===== src/rtl/calculator_chain.sv =====
// Chained two-operand calculator: captures A then B, computes add/sub/and/xor, and holds
// the result under a valid/ready handshake. Define CALC_SAT_EN to saturate add/sub results.
module calculator_chain #(
    parameter int WIDTH = 8
) (
    input  logic             clk_i,
    input  logic             rst_ni,
    input  logic [WIDTH-1:0] operand_i,
    input  logic             operand_valid_i,
    output logic             operand_ready_o,
    input  logic [1:0]       op_i,
    input  logic             calc_i,
    input  logic             chain_i,
    input  logic             clear_i,
    output logic [WIDTH-1:0] result_o,
    output logic             carry_o,
    output logic             result_valid_o,
    input  logic             result_ready_i
);

    typedef enum logic [1:0] {
        S_A   = 2'd0,
        S_B   = 2'd1,
        S_RDY = 2'd2,
        S_OUT = 2'd3
    } state_e;

    typedef enum logic [1:0] {
        OP_ADD = 2'b00,
        OP_SUB = 2'b01,
        OP_AND = 2'b10,
        OP_XOR = 2'b11
    } op_e;

    typedef struct packed {
        logic             carry;
        logic [WIDTH-1:0] value;
    } res_t;

    state_e           state_q, state_d;
    logic [WIDTH-1:0] reg_a_q, reg_a_d;
    logic [WIDTH-1:0] reg_b_q, reg_b_d;
    res_t             res_q, res_d;
    logic             valid_q, valid_d;

    logic [WIDTH:0]   sum_w;
    logic [WIDTH:0]   diff_w;
    res_t             alu_res;

    // Extended-width add/sub: the extra MSB is the carry (add) or borrow (sub).
    always_comb begin
        sum_w   = {1'b0, reg_a_q} + {1'b0, reg_b_q};
        diff_w  = {1'b0, reg_a_q} - {1'b0, reg_b_q};
        alu_res = '0;
        case (op_e'(op_i))
            OP_ADD: begin
                alu_res.carry = sum_w[WIDTH];
`ifdef CALC_SAT_EN
                alu_res.value = sum_w[WIDTH] ? {WIDTH{1'b1}} : sum_w[WIDTH-1:0];
`else
                alu_res.value = sum_w[WIDTH-1:0];
`endif
            end
            OP_SUB: begin
                alu_res.carry = diff_w[WIDTH];
`ifdef CALC_SAT_EN
                alu_res.value = diff_w[WIDTH] ? {WIDTH{1'b0}} : diff_w[WIDTH-1:0];
`else
                alu_res.value = diff_w[WIDTH-1:0];
`endif
            end
            OP_AND:  alu_res.value = reg_a_q & reg_b_q;
            OP_XOR:  alu_res.value = reg_a_q ^ reg_b_q;
            default: alu_res = '0;
        endcase
    end

    always_comb begin
        state_d = state_q;
        reg_a_d = reg_a_q;
        reg_b_d = reg_b_q;
        res_d   = res_q;
        valid_d = valid_q;
        // Clear wins over every same-cycle event, including a handshake with chain_i.
        if (clear_i) begin
            state_d = S_A;
            reg_a_d = '0;
            reg_b_d = '0;
            res_d   = '0;
            valid_d = 1'b0;
        end else begin
            case (state_q)
                S_A: begin
                    if (operand_valid_i) begin
                        reg_a_d = operand_i;
                        state_d = S_B;
                    end
                end
                S_B: begin
                    if (operand_valid_i) begin
                        reg_b_d = operand_i;
                        state_d = S_RDY;
                    end
                end
                S_RDY: begin
                    if (calc_i) begin
                        res_d   = alu_res;
                        valid_d = 1'b1;
                        state_d = S_OUT;
                    end
                end
                S_OUT: begin
                    if (valid_q && result_ready_i) begin
                        valid_d = 1'b0;
                        if (chain_i) begin
                            reg_a_d = res_q.value;
                            state_d = S_B;
                        end else begin
                            state_d = S_A;
                        end
                    end
                end
                default: state_d = S_A;
            endcase
        end
    end

    always_ff @(posedge clk_i or negedge rst_ni) begin
        if (!rst_ni) begin
            state_q <= S_A;
            reg_a_q <= '0;
            reg_b_q <= '0;
            res_q   <= '0;
            valid_q <= 1'b0;
        end else begin
            state_q <= state_d;
            reg_a_q <= reg_a_d;
            reg_b_q <= reg_b_d;
            res_q   <= res_d;
            valid_q <= valid_d;
        end
    end

    assign operand_ready_o = (state_q == S_A) || (state_q == S_B);
    assign result_o        = res_q.value;
    assign carry_o         = res_q.carry;
    assign result_valid_o  = valid_q;

endmodule


===== config.mk =====
export PLATFORM = sky130hd
export DESIGN_NAME = calculator_chain
export DESIGN_NICKNAME = d
export VERILOG_FILES = /design/src/rtl/calculator_chain.sv
export SDC_FILE = /design/constraint.sdc
export NUM_CORES = 1
export LEC_CHECK = 0
export ABC_AREA = 1
export BUFFER_PORTS_ARGS = -buffer_cell sky130_fd_sc_hd__buf_2
export CAP_MARGIN = 20
export CORE_ASPECT_RATIO = 0.75
export CORE_MARGIN = 4
export CORE_UTILIZATION = 35
export CTS_CLUSTER_SIZE = 24
export DETAILED_ROUTE_END_ITERATION = 8
export GPL_TIMING_DRIVEN = 0
export PLACE_DENSITY = 0.61
export SLEW_MARGIN = 20
export SYNTH_ARGS = -nofsm -noshare
export SYNTH_HDL_FRONTEND = slang
export SYNTH_SLANG_ARGS = --single-unit

===== constraint.sdc =====
create_clock -name clk_i -period 1.8 [get_ports clk_i]
set_input_delay 0.18 -clock clk_i [delete_from_list [all_inputs] [get_ports clk_i]]
set_output_delay 0.18 -clock clk_i [all_outputs]
set_load 0.05 [all_outputs]

==> results of run 1 <==
## power groups by stage
stage	logic (mW)	clock network [mW]	registers, mW
floorplan	1.55	0	0.987
global placement	2.06	0	0.926
detailed placement	2.10	0	0.935
CTS	2.12	0.521	0.925
global route	2.85	0.547	0.955
finish	2.53	0.510	0.936
## area by class of cell
cell class              count  share of cell area, %
plain buffers               8                  2.230
inverters                  53                  7.181
well taps                  81                  3.613
clock inverters             1                  1.070
flip-flops and latches     28                  24.98
clock buffers               3                  1.472
multi-input cells         232                  50.40
repair buffers             40                  9.054
## registers in the layout, summed over array words and instances (netlist names)
signal / count
result_valid_o: 1
result_o: 8
reg_b_q: 8
reg_a_q: 8
carry_o: 1
state_q: 2
## cell families after synthesis
logic type	Yosys count	share of synthesized area [%]
AND/OR/NAND/NOR	144	26.80
buffers and inverters	61	10.96
adder cells (fa/ha/maj)	24	13.95
flip-flops	28	31.01
XOR/XNOR	1	0.3877
AO/OA/AOI/OAI	63	16.89
## worst register-to-register path: stages (launching register included)
cell and delay [ns]:
dfrtp_1 0.40, inv_2 0.08, ha_2 0.17, inv_2 0.03, fa_2 0.36, nand2_2 0.09, nand2_2 0.07, and2_4 0.15
nand2_1 0.05, nand2_1 0.05, o21ai_1 0.17, nand3_2 0.10, nand2_1 0.06
## cell usage after synthesis
cell type	instances	share of area [%]
nor2_1	16	2.7
nor3_1	2	0.44
o21ai_1	10	2.2
buf_6	1	0.50
or2_2	1	0.28
nand2_1	89	15
a32o_1	1	0.44
o311ai_0	1	0.39
nand4_1	2	0.55
xor2_1	1	0.39
nand3_2	1	0.44
buf_4	2	0.66
a22o_1	1	0.39
nand3_1	28	6.2
dfrtp_1	28	31
o21ai_0	20	4.4
ha_1	22	12
nor2_2	2	0.55
inv_2	2	0.33
a21oi_1	13	2.9
and2_1	1	0.28
fa_1	2	1.8
buf_2	3	0.66
a21oi_4	1	0.72
o2111ai_1	9	3.5
o22ai_1	7	1.9
nand3b_1	1	0.33
nand2_2	1	0.28
clkbuf_1	2	0.33
inv_1	51	8.5
## what timing repair did
item / in CTS / in global routing
pin swaps: 5 / 13
setup endpoints to repair: 9 / 19
hold buffers: 1 / 0
cloned: 0 / 1
gates resized for setup: 7 / 36
buffers inserted: 1 / 11
endpoints found under the hold margin: 28 / 0
## metrics by stage
| stage | total power, mW | cells | cell area (um2) | setup WS, ns | hold WS, ns |
|---|---|---|---|---|---|
| 2_1_floorplan | 2.536 | 321 | 2260 | 0.1298 | -0.1156 |
| 3_3_place_gp | 2.989 | 428 | 2491 | -0.07949 | 0.2368 |
| 3_5_place_dp | 3.031 | 428 | 2491 | -0.08795 | 0.2375 |
| 4_1_cts | 3.562 | 434 | 2591 | -0.02466 | 0.1599 |
| 5_1_grt | 4.354 | 446 | 2805 | -0.1295 | 0.1613 |
| 6_report | 3.977 | 446 | 2805 | -0.02679 | 0.1630 |
## worst max path at each step
stage / cells after the start / slack [ns] / startpoint / end
floorplan: 12 / 0.13 / reg_a_q[0] / result_o[4]
global placement: 10 / -0.08 / reg_b_q[0] / result_o[4]
detailed placement: 4 / -0.09 / state_q[0] / result_o[1]
CTS: 10 / -0.02 / reg_b_q[0] / result_o[4]
global route: 13 / -0.13 / reg_a_q[0] / result_o[6]
finish: 12 / -0.03 / reg_a_q[0] / result_o[4]
## layer usage
| layer | track usage (%) | wire (um) |
|---|---|---|
| met1 | 24.21 | 3138 |
| met2 | 23.00 | 2734 |
| met3 | 3.774 | 420 |
| met4 | 2.423 | 40 |
| met5 | 0 | 0 |
==> reports/results.ini, run 1 <==
[logic_synthesis]
yosysWarnings=0
ys_ff_latch=28
synth_area_um2=2260
avgSynthCellArea_um2=7.039
synth_nets=362
synthCells=321
synth_cell_types=30
ys_seq_area_share_pct=31.01

[final_layout]
fin_nets=407
fillCellCount=633
final_common_cell=nand2_1
regArea_um2=700.7
antennaDiodeCount=0
area_growth_pct=24.14
fin_util_pct=44.62
multi_input_area_um2=1414
layout_common_cells=nand2_1 (85), inv_1 (45), dfrtp_1 (28)
drive_above_1_share_pct=23.84

[clocking]
clk_pin_slew_ns=0.11
clockRootBuffer=clkbuf_8
cts_tree=yes
cts_buffer_depth=2
clock_latency_ns=0.29
cts_htree_levels=1
cts_buffers=3
clock-sinks=28

[floorplanning]
die_x_um=100.8
io_pins=28
die_h_um=77.59
die-area_um2=7819
start_util_pct=35.94
coreArea_um2=6287
fp-row-count=25

[worst_setup_path]
critPathKind=register to register
crit_top_cell=nand2_1
end_kind=register
crit_path_max_incr_delay_ns=0.40
path_delay_family=simple AND/OR/NAND/NOR gates
cp.arrival_ns=2.06
crit_chain=inv_2 -> ha_2 -> inv_2 -> fa_2 -> nand2_2 -> nand2_2 -> and2_4 -> nand2_1 -> nand2_1 -> o21ai_1 -> nand3_2 -> nand2_1
crit_slowest_cell=dfrtp_1
reg2reg_to=result_o[4]
cp-start-kind=register
ff2ff_path_depth=12
worstPathRequired_ns=2.03
r2r_start=reg_a_q[0]
r2r_slack_ns=-0.03
path_buf_inv=2
crit_path_max_fanout=3

[sta]
post-route-min-period_ns=1.827
setup_slack_ns=-0.02679
fin_tns_setup_ns=-0.02679
setup_violations=1
skew_ns=0.01104
clock.fmax_ghz=0.5474
rsz0062_at_grt=true
max_slew_margin_pct=56.57
tightestPinTransition_ns=0.6490
slew_violations=0
hold_violations=0
min_period_over_period_pct=101.5

[power]
p_sw_mw=1.900
combPwrFrac_pct=63.6
switching_share_pct=47.77
intPower_mw=2.077
powerDensity_nw_per_um2=1418
clkPwrFrac_pct=12.8
p_leak_nw=1.486
pwr-share-seq_pct=23.5
vdd_drop_max_uv=542.3

[routing]
vias=2269
post_drt_wl_per_cell_um=14.20
drcViolationCount=0
antenna_left=0
wl_um=6334
viasPerCell=5.087
drt_first_pass_iters=5
drt_iter0_markers=111

[job]
drv_cap=0

[place]
gp_congestion=0.8568
port_buffers=26
hpwl_um=4710

[hold_path]
min_path_type=input pin to register
worstHoldStart=operand_i[4]
hold_end=reg_b_q[4]
worstHoldPathCells=3

[outcome]
violations=negative setup slack
status=finished, violations left

[global_route]
grt_pass1_wl_um=10080
grtUsageTotal_pct=15.90
overflow=0
grt_pass1_vias=2093
antenna_found_initial=0
grt_max_degree=29

Power figures use the tool's default switching activity.
==> run 2: changes to the inputs <==
==> constraint.sdc (replaced) <==
create_clock -name clk_i -period 2.32 [get_ports clk_i]
set_input_delay 0.232 -clock clk_i [delete_from_list [all_inputs] [get_ports clk_i]]
set_output_delay 0.232 -clock clk_i [all_outputs]
set_load 0.05 [all_outputs]
==> reports/results.ini, run 2 (synthesis results as in run 1) <==
[routing]
antenna_left=0  ; unchanged
drt_iter0_markers=143  ; +29%
drt_first_pass_iters=4  ; -1
wl_um=6050  ; -4.5%
vias=2190  ; -3.5%
viasPerCell=5.058  ; -0.58%
drcViolationCount=0  ; unchanged
post_drt_wl_per_cell_um=13.97  ; -1.6%

[sta]
fin_tns_setup_ns=0  ; +0.02679 ns
hold_violations=0  ; unchanged
max_slew_margin_pct=41.26  ; -15 points
clock.fmax_ghz=0.5152  ; -5.9%
tightestPinTransition_ns=0.8811  ; +0.2320 ns
post-route-min-period_ns=1.941  ; +0.1141 ns
skew_ns=0.01077  ; -0.0002749 ns
slew_violations=0  ; unchanged
setup_violations=0  ; -1
rsz0062_at_grt=false
min_period_over_period_pct=83.66  ; -18 points

[floorplanning]
coreArea_um2=6287  ; unchanged
fp-row-count=25  ; unchanged
start_util_pct=35.94  ; unchanged
die-area_um2=7819  ; unchanged
io_pins=28  ; unchanged
die_x_um=100.8  ; unchanged
die_h_um=77.59  ; unchanged

[power]
p_leak_nw=1.399  ; -5.9%
vdd_drop_max_uv=380.7  ; -30%
powerDensity_nw_per_um2=1070  ; -25%

[worst_setup_path]
cp.arrival_ns=2.17  ; +0.11 ns
worstPathRequired_ns=2.55  ; +0.52 ns
crit_path_max_fanout=3  ; unchanged
critPathKind=register to register
cp-start-kind=register
end_kind=register

[place]
dp_cells=428  ; unchanged
port_buffers=26  ; unchanged
gp_congestion=0.8568  ; unchanged
hpwl_um=4710  ; unchanged

[final_layout]
final_cell_count_no_fill=433  ; -2.9%
regArea_um2=700.7  ; unchanged
fillCellCount=655  ; +3.5%
area_growth_pct=13.84
drive_above_1_share_pct=12.50  ; -11 points
final_common_cell=nand2_1
antennaDiodeCount=0  ; unchanged
layout_common_cells=nand2_1 (89), inv_1 (51), buf_2 (29)
fin_nets=394  ; -3.2%
multi_input_area_um2=1311  ; -7.3%

[clocking]
ctsHoldBuffers=1  ; unchanged
cts_buffers=3  ; unchanged
clock_latency_ns=0.29  ; about the same
clk_pin_slew_ns=0.11  ; about the same
clockRootBuffer=clkbuf_8
cts_setup_buffers=0  ; -1
cts_tree=yes
cts_htree_levels=1  ; unchanged
cts_buffer_depth=2  ; unchanged
clock-sinks=28  ; unchanged
cts-resized-gates=0  ; -7

[global_route]
grtUsageTotal_pct=15.76  ; -0.13 points
overflow=0  ; unchanged
grt_pass1_vias=2069  ; -1.1%
grt_pass1_wl_um=9984  ; -0.95%
antenna_found_initial=0  ; unchanged
grt_max_degree=29  ; unchanged

[job]
drv_cap=0  ; unchanged

[outcome]
status=finished, final reports clean

[hold_path]
min_path_type=input pin to register

[run 2: cell count changes in the layout (fill, tap and decap cells not counted), sizes merged]
cell  before  now
buf       45   32
[run 2: power breakdown]
group / leakage [nW] / internal [mW] / switching, mW
sequential: 0.378 / 0.607 / 0.108
combinational: 0.985 / 0.553 / 1.09
clock: 0.0357 / 0.232 / 0.165
[run 2: area by class of cell]
class | instances | share of cell area, %
clock buffer | 3 | 1.605
inverter | 53 | 7.733
tap | 81 | 3.940
clock inverter | 1 | 1.167
timing repair buffer | 27 | 5.447
sequential | 28 | 27.24
buffer | 8 | 1.897
multi-input combinational | 232 | 50.97
[run 2: critical path, cell delays in order (launching register included)]
cell and delay [ns]:
dfrtp_1 0.39, inv_1 0.11, ha_1 0.16, inv_1 0.05
fa_1 0.39, nand2_1 0.09, nand2_1 0.08, and2_1 0.17
nand2_1 0.06, nand2_1 0.05, o21ai_1 0.14, nand3_1 0.12
nand2_1 0.09
[run 2: stage by stage]
stage	total power, mW	utilization, %	area, um2	hold WS, ns	setup slack (ns)
6_report	2.752	40.92	2572	0.2170	0.3791
5_1_grt	3.033	40.92	2572	0.2133	0.2296
4_1_cts	2.753	40.92	2572	0.2119	0.3970
3_5_place_dp	2.351	39.62	2491	0.2895	0.4320
3_3_place_gp	2.319	39.62	2491	0.2888	0.4405
2_1_floorplan	1.968	-	2260	-0.06359	0.6498
[run 2: final timing paths]
check | endpoint | cells after the start | startpoint | slack, ns
max in group asynchronous | reg_b_q[1] | 2 | rst_ni | 1.39
min in group asynchronous | result_o[7] | 2 | rst_ni | 0.50
worst max-delay path | result_o[4] | 12 | reg_a_q[0] | 0.38
worst min register to register | carry_o | 2 | carry_o | 0.49
worst max register to register | result_o[4] | 12 | reg_a_q[0] | 0.38
worst min-delay path | reg_b_q[4] | 3 | operand_i[4] | 0.22
[run 2: per-layer routing]
layer  track usage (%)  up-vias  routed length, um
li1                  -     1107                  -
met1             24.10     1010               3079
met2             22.67       66               2488
met3             3.774        7                437
met4             2.423        0                 45
met5                 0        -                  0
==> run 3: changes to the inputs <==
==> constraint.sdc (replaced) <==
create_clock -name clk_i -period 1.9 [get_ports clk_i]
set_input_delay 0.19 -clock clk_i [delete_from_list [all_inputs] [get_ports clk_i]]
set_output_delay 0.19 -clock clk_i [all_outputs]
set_load 0.05 [all_outputs]
==> reports/results.ini, run 3 (synthesis results as in run 1) <==
[final_layout]
fin_nets=398  ; +1.0%
area_growth_pct=16.89
layout_common_cells=nand2_1 (87), inv_1 (50), buf_2 (29)
drive_above_1_share_pct=16.85  ; +4.4 points
antennaDiodeCount=0  ; unchanged
final_common_cell=nand2_1

[global_route]
grt_pass1_wl_um=10030  ; +0.48%
overflow=0  ; unchanged
grt_busiest_layer=met1
grtUsageTotal_pct=15.82  ; +0.056 points
grtUsageMet3_pct=3.774  ; unchanged
grt_pass1_vias=2073  ; +0.19%
grt_max_degree=29  ; unchanged
use_met1_pct=24.15  ; +0.056 points
use_met2_pct=22.80  ; +0.13 points
antenna_found_initial=0  ; unchanged

[place]
port_buffers=26  ; unchanged
gp_congestion=0.8568  ; unchanged
hpwl_um=4710  ; unchanged

[sta]
clock.fmax_ghz=0.5385  ; +4.5%
post-route-min-period_ns=1.857  ; -0.08401 ns
min_period_over_period_pct=97.73  ; +14 points
rsz0062_at_grt=true
hold_violations=0  ; unchanged
slew_violations=0  ; unchanged
holdWs_ns=0.1729  ; -0.04408 ns
setup_violations=0  ; unchanged
skew_ns=0.009445  ; -0.001321 ns
tightestPinTransition_ns=0.6392  ; -0.2419 ns
max_slew_margin_pct=57.23  ; +16 points

[routing]
drt_first_pass_iters=5  ; +1
post_drt_wl_per_cell_um=13.90  ; -0.54%
drt_iter0_markers=137  ; -4.2%
vias=2198  ; +0.37%
drcViolationCount=0  ; unchanged
antenna_left=0  ; unchanged
wl_um=6073  ; +0.38%
viasPerCell=5.030  ; -0.55%

[worst_setup_path]
crit_chain=ha_1 -> inv_1 -> fa_2 -> nor2_1 -> o21ai_0 -> nand2_1 -> xor2_1 -> nand2_1 -> nand3_1 -> nand2_1
crit_slowest_cell=dfrtp_1
critPathKind=register to register
path_buf_inv=1  ; -1
reg2reg_to=result_o[4]
worstPathRequired_ns=2.09  ; -0.46 ns
r2r_start=reg_b_q[0]
r2r_slack_ns=0.04  ; -0.34 ns
cp-start-kind=register
path_delay_family=adder cells
crit_path_max_incr_delay_ns=0.42  ; +0.03 ns
crit_top_cell=nand2_1
ff2ff_path_depth=10  ; -2
cp.arrival_ns=2.04  ; -0.13 ns
end_kind=register
crit_path_max_fanout=4  ; +1

[clocking]
cts_buffer_depth=2  ; unchanged
clock_latency_ns=0.28  ; about the same
clockRootBuffer=clkbuf_8
cts_buffers=3  ; unchanged
cts_tree=yes
clock-sinks=28  ; unchanged
clk_pin_slew_ns=0.11  ; about the same
cts_htree_levels=1  ; unchanged

[floorplanning]
fp-row-count=25  ; unchanged
start_util_pct=35.94  ; unchanged
coreArea_um2=6287  ; unchanged
io_pins=28  ; unchanged
die_x_um=100.8  ; unchanged
die_h_um=77.59  ; unchanged
die-area_um2=7819  ; unchanged

[hold_path]
worstHoldStart=operand_i[4]
hold_end=reg_b_q[4]
worstHoldPathCells=3  ; unchanged
min_path_type=input pin to register

[power]
powerDensity_nw_per_um2=1324  ; +24%
vdd_drop_max_uv=457.9  ; +20%
p_leak_nw=1.426  ; +1.9%
total_power_mw=3.497  ; +27%

[job]
drv_cap=0  ; unchanged

[outcome]
status=finished, final reports clean

[run 3: cell types whose count changed in the layout (fill, tap and decap cells not counted), sizes merged]
| cell | previous run | this run |
|---|---|---|
| buf | 32 | 36 |
[run 3: worst max-delay path by stage]
| stage | from | to | cells past startpoint |
|---|---|---|---|
| floorplan | reg_a_q[0] | result_o[4] | 12 |
| global placement | reg_b_q[0] | result_o[4] | 10 |
| detailed placement | state_q[0] | result_o[1] | 4 |
| CTS | reg_a_q[0] | result_o[4] | 12 |
| global route | reg_b_q[0] | result_o[4] | 10 |
| finish | reg_b_q[0] | result_o[4] | 10 |
[run 3: per-stage QoR]
| stage | utilization (%) | setup TNS [ns] | instance area (um2) | worst slack (ns) | instances |
|---|---|---|---|---|---|
| finish | 42.01 | 0 | 2641 | 0.04311 | 437 |
| global route | 42.01 | -0.1660 | 2641 | -0.07945 | 437 |
| CTS | 41.01 | 0 | 2579 | 0.02214 | 433 |
| detailed placement | 39.62 | 0 | 2491 | 0.01205 | 428 |
| global placement | 39.62 | 0 | 2491 | 0.02051 | 428 |
| floorplan | - | 0 | 2260 | 0.2298 | 321 |
[run 3: power by group]
group	leakage, nW	internal, mW	switching (mW)	total [mW]
sequential	0.378	0.741	0.135	0.876
combinational	1.01	0.768	1.37	2.14
clock	0.0357	0.283	0.200	0.483
total	1.43	1.79	1.71	3.50
[run 3: worst register-to-register path, cell delays in order (launching register included)]
cell and delay (ns):
dfrtp_1 0.42, ha_1 0.20, inv_1 0.07, fa_2 0.37
nor2_1 0.13, o21ai_0 0.10, nand2_1 0.09, xor2_1 0.14
nand2_1 0.06, nand3_1 0.12, nand2_1 0.06
[run 3: per-layer routing]
metal | routed length (um) | share of wire, %
met1 | 3162 | 52
met2 | 2559 | 42
met3 | 326 | 5.4
met4 | 25 | 0.41
met5 | 0 | 0
[run 3: what timing repair did]
action,CTS,global route
resized for setup,3,11
cloned,0,0
setup buffers,0,4
hold endpoints to repair,28,0
hold buffers,1,0
pin swaps,0,4
setup endpoints to repair,4,8
[run 3: final cells by class]
| cell class | instances | area (um2) |
|---|---|---|
| buffer | 8 | 50.05 |
| clock buffer | 3 | 41.29 |
| clock inverter | 1 | 30.03 |
| fill | 658 | 3646 |
| inverter | 53 | 198.9 |
| multi-input combinational | 232 | 1349 |
| sequential | 28 | 700.7 |
| tap | 81 | 101.3 |
| timing repair buffer | 31 | 170.2 |
